File: config.mk
export PLATFORM = sky130hd
export DESIGN_NAME = barrett_719_sched
export DESIGN_NICKNAME = d
export VERILOG_FILES = /design/src/rtl/barrett_719_sched.sv
export SDC_FILE = /design/constraint.sdc
export NUM_CORES = 1
export LEC_CHECK = 0
export CORE_MARGIN = 4
export CORE_UTILIZATION = 65
export DETAILED_ROUTE_END_ITERATION = 8
export PLACE_DENSITY_LB_ADDON = 0.25
export SLEW_MARGIN = 10
export SYNTH_ARGS = -nofsm -noshare
export SYNTH_HDL_FRONTEND = slang
export SYNTH_SLANG_ARGS = --single-unit
File: constraint.sdc
create_clock -name clk -period 10.5 [get_ports clk]
set_clock_uncertainty 0.2 [all_clocks]
set_input_delay 3.15 -clock clk [delete_from_list [all_inputs] [get_ports clk]]
set_output_delay 3.15 -clock clk [all_outputs]
set_load 0.01 [all_outputs]
File: src/rtl/barrett_719_sched.sv
// Two-requester Barrett reducer for Q = 719.
// A round-robin arbiter picks one 19-bit operand. A multi-cycle FSM then
// computes x mod Q using one shared multiplier and returns the 10-bit
// remainder with the owner's id on a valid/ready handshake.
module barrett_719_sched #(
    parameter int unsigned Q  = 719,
    parameter int unsigned MU = 1458,
    parameter int unsigned K  = 10
) (
    input  logic        clk,
    input  logic        rst,
    input  logic        req0_valid,
    input  logic [18:0] req0_data,
    output logic        req0_ready,
    input  logic        req1_valid,
    input  logic [18:0] req1_data,
    output logic        req1_ready,
    output logic        out_valid,
    output logic [9:0]  out_data,
    output logic        out_id,
    input  logic        out_ready,
    output logic        busy
);

    localparam logic [2:0] S_IDLE = 3'd0;
    localparam logic [2:0] S_MUL1 = 3'd1;
    localparam logic [2:0] S_MUL2 = 3'd2;
    localparam logic [2:0] S_CORR = 3'd3;
    localparam logic [2:0] S_DONE = 3'd4;

    localparam logic [20:0] Q_R  = 21'(Q);
    localparam logic [10:0] Q_M  = 11'(Q);
    localparam logic [10:0] MU_M = 11'(MU);

    logic [2:0]  state_q, state_d;
    logic        last_grant_q, last_grant_d;
    logic [18:0] x_q, x_d;
    logic [20:0] prod_q, prod_d;
    logic [9:0]  out_data_q, out_data_d;
    logic        out_id_q, out_id_d;

    logic        idle;
    logic        grant0, grant1;
    logic [9:0]  mul_a;
    logic [10:0] mul_b;
    logic [20:0] mul_p;

    // The quotient estimate undershoots by at most two, so at most two
    // conditional subtractions bring the remainder into [0, Q).
    function automatic logic [9:0] barrett_correct(input logic [20:0] r_in);
        logic [20:0] r;
        r = r_in;
        if (r >= Q_R) r = r - Q_R;
        if (r >= Q_R) r = r - Q_R;
        return 10'(r);
    endfunction

    // Round-robin arbitration: the requester not granted last wins a tie.
    always_comb begin
        idle       = (state_q == S_IDLE);
        grant0     = req0_valid && (!req1_valid || last_grant_q);
        grant1     = req1_valid && (!req0_valid || !last_grant_q);
        req0_ready = idle && !rst && grant0;
        req1_ready = idle && !rst && grant1;
    end

    // Operand mux for the single multiplier shared by MUL1 and MUL2.
    always_comb begin
        mul_a = '0;
        mul_b = '0;
        case (state_q)
            S_MUL1: begin
                mul_a = 10'(x_q >> K);
                mul_b = MU_M;
            end
            S_MUL2: begin
                mul_a = 10'(prod_q >> K);
                mul_b = Q_M;
            end
            default: begin
                mul_a = '0;
                mul_b = '0;
            end
        endcase
        mul_p = 21'(mul_a) * 21'(mul_b);
    end

    // Next-state and datapath update for the reduction sequence.
    always_comb begin
        state_d      = state_q;
        last_grant_d = last_grant_q;
        x_d          = x_q;
        prod_d       = prod_q;
        out_data_d   = out_data_q;
        out_id_d     = out_id_q;
        case (state_q)
            S_IDLE: begin
                if (req0_ready) begin
                    x_d          = req0_data;
                    out_id_d     = 1'b0;
                    last_grant_d = 1'b0;
                    state_d      = S_MUL1;
                end else if (req1_ready) begin
                    x_d          = req1_data;
                    out_id_d     = 1'b1;
                    last_grant_d = 1'b1;
                    state_d      = S_MUL1;
                end
            end
            S_MUL1: begin
                prod_d  = mul_p;
                state_d = S_MUL2;
            end
            S_MUL2: begin
                prod_d  = mul_p;
                state_d = S_CORR;
            end
            S_CORR: begin
                out_data_d = barrett_correct({2'b00, x_q} - prod_q);
                state_d    = S_DONE;
            end
            S_DONE: begin
                if (out_ready) state_d = S_IDLE;
            end
            default: state_d = S_IDLE;
        endcase
    end

    // Control and output registers, cleared by synchronous reset.
    always_ff @(posedge clk) begin
        if (rst) begin
            state_q      <= S_IDLE;
            last_grant_q <= 1'b1;
            out_data_q   <= '0;
            out_id_q     <= 1'b0;
        end else begin
            state_q      <= state_d;
            last_grant_q <= last_grant_d;
            out_data_q   <= out_data_d;
            out_id_q     <= out_id_d;
        end
    end

    // Operand and product registers; only meaningful while busy.
    always_ff @(posedge clk) begin
        x_q    <= x_d;
        prod_q <= prod_d;
    end

    assign out_valid = (state_q == S_DONE);
    assign busy      = (state_q != S_IDLE);
    assign out_data  = out_data_q;
    assign out_id    = out_id_q;

endmodule
==> impl_metrics.tcl, run 1 <==
set metrics [dict create \
    worstPathCellList "clkdlybuf4s50_1 -> buf_4 -> nor4_1 -> nand3_1 -> buf_4 -> inv_1 -> clkdlybuf4s50_1" \
    h-tree-depth 2 \
    start_util 0.667 \
    tightest_slew_ns 1.05 \
    grt_most_used_layer "met2" \
    async_reset_ff_frac 0 \
    syn_avg_cell_area_um2 8.60 \
    power.internal_w 0.00123 \
    crit_path_end_kind "output pin" \
    die-area_mm2 0.0136 \
    gr-total-overflow 0 \
    ys_seq_elements 55 \
    cts.reportedPaths.clkPinSlew_ns 0.08 \
    area_growth_pct 11.0 \
    grt.met2_usage 0.498 \
    cp_top_family "buffers and inverters" \
    io_buffers 57 \
    yosysWarnings 0 \
    post-synth-top-area-fraction 0.185 \
    grt_pass1_vias 6334 \
    most-common-layout-cells "inv_1 (146), nand2_1 (104), ha_1 (77), fa_1 (71), nor2_1 (59)" \
    die_h_um 117 \
    cts_buffers 5 \
    cts_root_buf "clkbuf_16" \
    grt_use_total 0.285 \
    synthMuxAreaShare 0.0119 \
    fin_crit_sh 0.857 \
    synth_xor_area_frac 0.0502 \
    via_count 6415 \
    timing.fmax_ghz 0.111 \
    grt_max_degree 22 \
    synth_compound_area_frac 0.158 \
    synth_edf_count 40 \
    combinationalPowerShare 0.789 \
    wl_per_cell_um 17.0 \
    required_ns 7.15 \
    detail_route.vias_per_cell 5.92 \
    slew_headroom 0.291 \
    synth_cell_types 85 \
    cts_setup_buffers 0 \
    hold_violations 0 \
    synthAdderAreaFrac 0.310 \
    cap_viol_max_count 0 \
    grt_antenna_before_repair 0 \
    gr-usage-met3 0.0461 \
    status "complete, no violations" \
    power_frac_seq 0.142 \
    fin_ws_ns 1.50 \
    holdWs_ns 0.250 \
    coreArea_mm2 0.0115 \
    total_power_w 0.00255 \
    path_class "in2out" \
    die_w_um 117 \
    yosys.area.top_type "fa_1" \
    critPathMaxStageDelay_ns 0.67 \
    final_common_cell "inv_1" \
    grt_first_pass_wirelength_um 30300 \
    clock-sinks 55 \
    pre_cts_ws_ns 1.54 \
    maxSlewViolCount 0 \
    cts_resized 0 \
    drt-pass1-iter-count 5 \
    synth.area.top_cells "fa_1 (19%), edfxtp_1 (16%), ha_1 (13%), inv_1 (7.1%), nand2_1 (5.1%)" \
    clk_path_buf_depth 2 \
    final-setup-viol-count 0 \
    hold_class "reg2reg" \
    p_sw_w 0.00132 \
    hpwl_um 15300 \
    yosysSeqAreaShare 0.195 \
    place_area_mm2 0.00838 \
    drcViolationCount 0 \
    drive_gt1_frac 0.0457 \
    io_pins 58 \
    worstSetupStartpointType "primary input" \
    synthCells 893 \
    cts_hold_buffers 0 \
    syn-cell-area_mm2 0.00768 \
    rsz0062_at_grt "false" \
    nets 1131 \
    first_iter_violations 441 \
    critPathArrivalTime_ns 5.65 \
    routed_wl_um 18400 \
    met1_usage 0.359 \
    p_per_area_mw_per_mm2 299 \
    std_cell_rows 39 \
    worst-path-buf-inv 5 \
    cp_max_fo 20 \
    gp_congestion 0.942 \
    cts_tree "done" \
    min_period_ns 9.00 \
    pwr-share-clk 0.069 \
    leakage_nw 4.09 \
    crit_slowest_cell "clkdlybuf4s50_1" \
    drt.antenna.violating_nets 0 \
    synth_top_family_by_area "adder cells" \
    fin_tns_setup_ns 0 \
    n_antenna_cell 0 \
    clock_latency_ns 0.31 \
    ys.flop_type "edfxtp_1" \
    synth_simple_gate_area_frac 0.186 \
    power.switching_fraction 0.519 \
    peakVddDrop_uv 213 \
    fin_area_mm2 0.00853 \
]
-- per-stage QoR --
stage | std cells | util
6_report | 1084 | 0.741
5_1_grt | 1084 | 0.741
4_1_cts | 1084 | 0.741
3_5_place_dp | 1076 | 0.728
3_3_place_gp | 1076 | 0.728
2_1_floorplan | 895 | -
-- kinds of logic (layout without fill, tap and decap cells) --
group	after synthesis	count (layout)
simple gates	290	290
buf+inv	173	219
mux	9	9
fa+ha+maj	148	148
flops	55	55
other cells	2	4
compound gates	172	172
xor+xnor	44	44
-- power by group through the flow --
stage               logic [W]  registers (W)  clock network [W]
floorplan             0.00158       0.000348                  0
global placement      0.00194       0.000366                  0
detailed placement    0.00199       0.000367                  0
CTS                   0.00201       0.000363           0.000179
global route          0.00228       0.000367           0.000185
finish                0.00201       0.000364           0.000176
-- routing by layer --
layer  vias up  part of all wire
met5         -                 0
met4         0             0.030
met3        50             0.049
met2       202              0.51
met1      3050              0.41
li1       3113                 -
-- tightest hold or removal path: cells and delay by family (launching register included) --
family,cells,cell delay [ns]
AND/OR/NAND/NOR,1,0.05
flip-flops,1,0.31
AO/OA/AOI/OAI,1,0.05
-- state kept, by name, summed over array words and instances, names as in the netlist --
name          cells
last_grant_q      1
out_data         10
out_id            1
prod_q           21
state_q           3
x_q              19
-- cells in the mapped netlist, types with 5 or more instances --
| cell | n |
|---|---|
| o21bai_1 | 11 |
| a211oi_1 | 6 |
| a21o_1 | 10 |
| fa_1 | 71 |
| inv_1 | 146 |
| nand3b_1 | 7 |
| dfxtp_1 | 15 |
| o211ai_1 | 5 |
| o21a_1 | 8 |
| edfxtp_1 | 40 |
| xnor2_1 | 33 |
| nand2_1 | 104 |
| o21ai_1 | 5 |
| nor3_1 | 24 |
| nor4_1 | 10 |
| and3_1 | 10 |
| and2_1 | 8 |
| nor2b_1 | 7 |
| nand3_1 | 12 |
| buf_2 | 5 |
| o21ai_0 | 31 |
| nand2b_1 | 11 |
| ha_1 | 77 |
| o31ai_1 | 6 |
| nor2_1 | 59 |
| a21oi_1 | 43 |
| clkbuf_1 | 18 |
| or3_1 | 12 |
| xor2_1 | 11 |
| mux2i_1 | 8 |
-- path summary, 6_finish.rpt --
path,startpoint,endpoint,slack [ns],cells after the start
max,rst,req0_ready,1.50,7
min reg2reg,out_data[3],out_data[3],0.25,2
min,out_data[3],out_data[3],0.25,2
max reg2reg,state_q[1],prod_q[19],3.12,24
-- area by class of cell --
type | count | area, µm²
Clock inverter | 3 | 22.5
Sequential cell | 55 | 1500
Timing Repair Buffer | 65 | 631
Tap cell | 143 | 179
Fill cell | 879 | 2990
Inverter | 146 | 548
Clock buffer | 5 | 125
Multi-Input combinational cell | 667 | 5520
Power figures use the tool's default switching activity.
==> run 2, diff against run 1 <==
==> constraint.sdc (replaced) <==
create_clock -name clk -period 10.5 [get_ports clk]
set_clock_uncertainty 0.2 [all_clocks]
set_input_delay 3.15 -clock clk [delete_from_list [all_inputs] [get_ports clk]]
set_output_delay 3.15 -clock clk [all_outputs]
set_load 0.05 [all_outputs]
==> impl_metrics.tcl, run 2 (synthesis results as in run 1) <==
set metrics [dict create \
    status "complete, no violations" \
    start_util 0.667 \
    drcViolationCount 0 \
    grt_use_total 0.279 \
    peakVddDrop_uv 220 \
    nets 1131 \
    die_w_um 117 \
    cap_viol_max_count 0 \
    cts_root_buf "clkbuf_16" \
    holdWs_ns 0.249 \
    power.internal_w 0.00125 \
    timing.fmax_ghz 0.108 \
    area_growth_pct 11.3 \
    slew_headroom 0.334 \
    tightest_slew_ns 0.997 \
    fin_area_mm2 0.00855 \
    std_cell_rows 39 \
    final-setup-viol-count 0 \
    detail_route.vias_per_cell 5.87 \
    io_pins 58 \
    combinationalPowerShare 0.784 \
    cts_resized 0 \
    regMostFlops "prod_q" \
    rsz0062_at_grt "false" \
    required_ns 7.15 \
    p_per_area_mw_per_mm2 302 \
    cts_setup_buffers 0 \
    via_count 6360 \
    io_buffers 57 \
    routed_wl_um 18000 \
    gr-total-overflow 0 \
    p_sw_w 0.00133 \
    drive_gt1_frac 0.0446 \
    drt-pass1-iter-count 5 \
    die_h_um 117 \
    power.switching_fraction 0.515 \
    coreArea_mm2 0.0115 \
    hpwl_um 15000 \
    cp_max_fo 20 \
    grt_antenna_before_repair 0 \
    clock_latency_ns 0.31 \
    first_iter_violations 533 \
    n_antenna_cell 0 \
    crit_path_end_kind "output pin" \
    place_inst 1076 \
    cts.reportedPaths.clkPinSlew_ns 0.08 \
    hold_violations 0 \
    critPathArrivalTime_ns 5.89 \
    path_class "in2out" \
    clock-sinks 55 \
    final_common_cell "inv_1" \
    min_period_ns 9.24 \
    grt_first_pass_wirelength_um 29700 \
    worstSetupStartpointType "primary input" \
    clk_path_buf_depth 2 \
    power_frac_seq 0.141 \
    place_area_mm2 0.00838 \
    h-tree-depth 2 \
    grt_max_degree 22 \
    pre_cts_ws_ns 1.28 \
    hold_class "reg2reg" \
    wl_per_cell_um 16.6 \
    cts_buffers 5 \
    leakage_nw 4.09 \
    fin_cells 1084 \
    largest_reg_flops 21 \
    fin_ws_ns 1.26 \
    cts_tree "done" \
    most-common-layout-cells "inv_1 (146), nand2_1 (104), ha_1 (77), fa_1 (71), nor2_1 (59)" \
    die-area_mm2 0.0136 \
    cts_hold_buffers 0 \
    pwr-share-clk 0.075 \
    grt_pass1_vias 6225 \
    maxSlewViolCount 0 \
    drt.antenna.violating_nets 0 \
    gp_congestion 0.929 \
    fin_crit_sh 0.880 \
    fin_tns_setup_ns 0 \
]
==> run 2: cell count changes in the layout (fill, tap and decap cells not counted), sizes merged <==
cell    change
inv         -1
clkbuf      +1
bufinv      +1
clkinv      -1
==> run 2: worst max-delay path: stages <==
cell and delay [ns]:
clkdlybuf4s50_1 0.40, buf_4 0.20, nor4_1 0.31, nand3_1 0.13
buf_4 0.23, inv_1 0.52, clkdlybuf4s50_1 0.93
==> run 2: final timing paths <==
kind	start	endpoint	slack [ns]	cells after the start
setup / recovery	rst	req0_ready	1.26	7
hold reg to reg	out_data[3]	out_data[3]	0.25	2
setup reg to reg	state_q[1]	prod_q[20]	3.12	26
hold / removal	out_data[3]	out_data[3]	0.25	2
==> run 2: final cells by class <==
type,instances,area (µm²)
repair buffers,65,631
multi-input cells,667,5520
well taps,143,179
flip-flops and latches,55,1500
inverters,146,548
clock inverters,2,38.8
clock buffers,6,129
fillers,857,2970
==> run 2: per-layer routing <==
layer  vias to the layer above  GRT usage  part of all wire  routed length (µm)
met1                      3002      0.348              0.40                7180
met2                       207      0.492              0.51                9260
met3                        42     0.0497             0.063                1150
met4                         0     0.0849             0.025                 451
met5                         -          0                 0                   0
li1                       3109          -                 -                   -
==> run 2: power by group through the flow <==
stage | sequential (W) | clock, W | combinational [W]
finish | 0.000364 | 0.000194 | 0.00203
global route | 0.000367 | 0.000203 | 0.00229
CTS | 0.000363 | 0.000196 | 0.00202
detailed placement | 0.000368 | 0 | 0.00200
global placement | 0.000366 | 0 | 0.00196
floorplan | 0.000356 | 0 | 0.00159
==> run 2: through the flow <==
stage          utilization  power (W)
6_report             0.742    0.00258
5_1_grt              0.742    0.00286
3_3_place_gp         0.728    0.00232
3_5_place_dp         0.728    0.00236
4_1_cts              0.742    0.00257
2_1_floorplan            -    0.00195
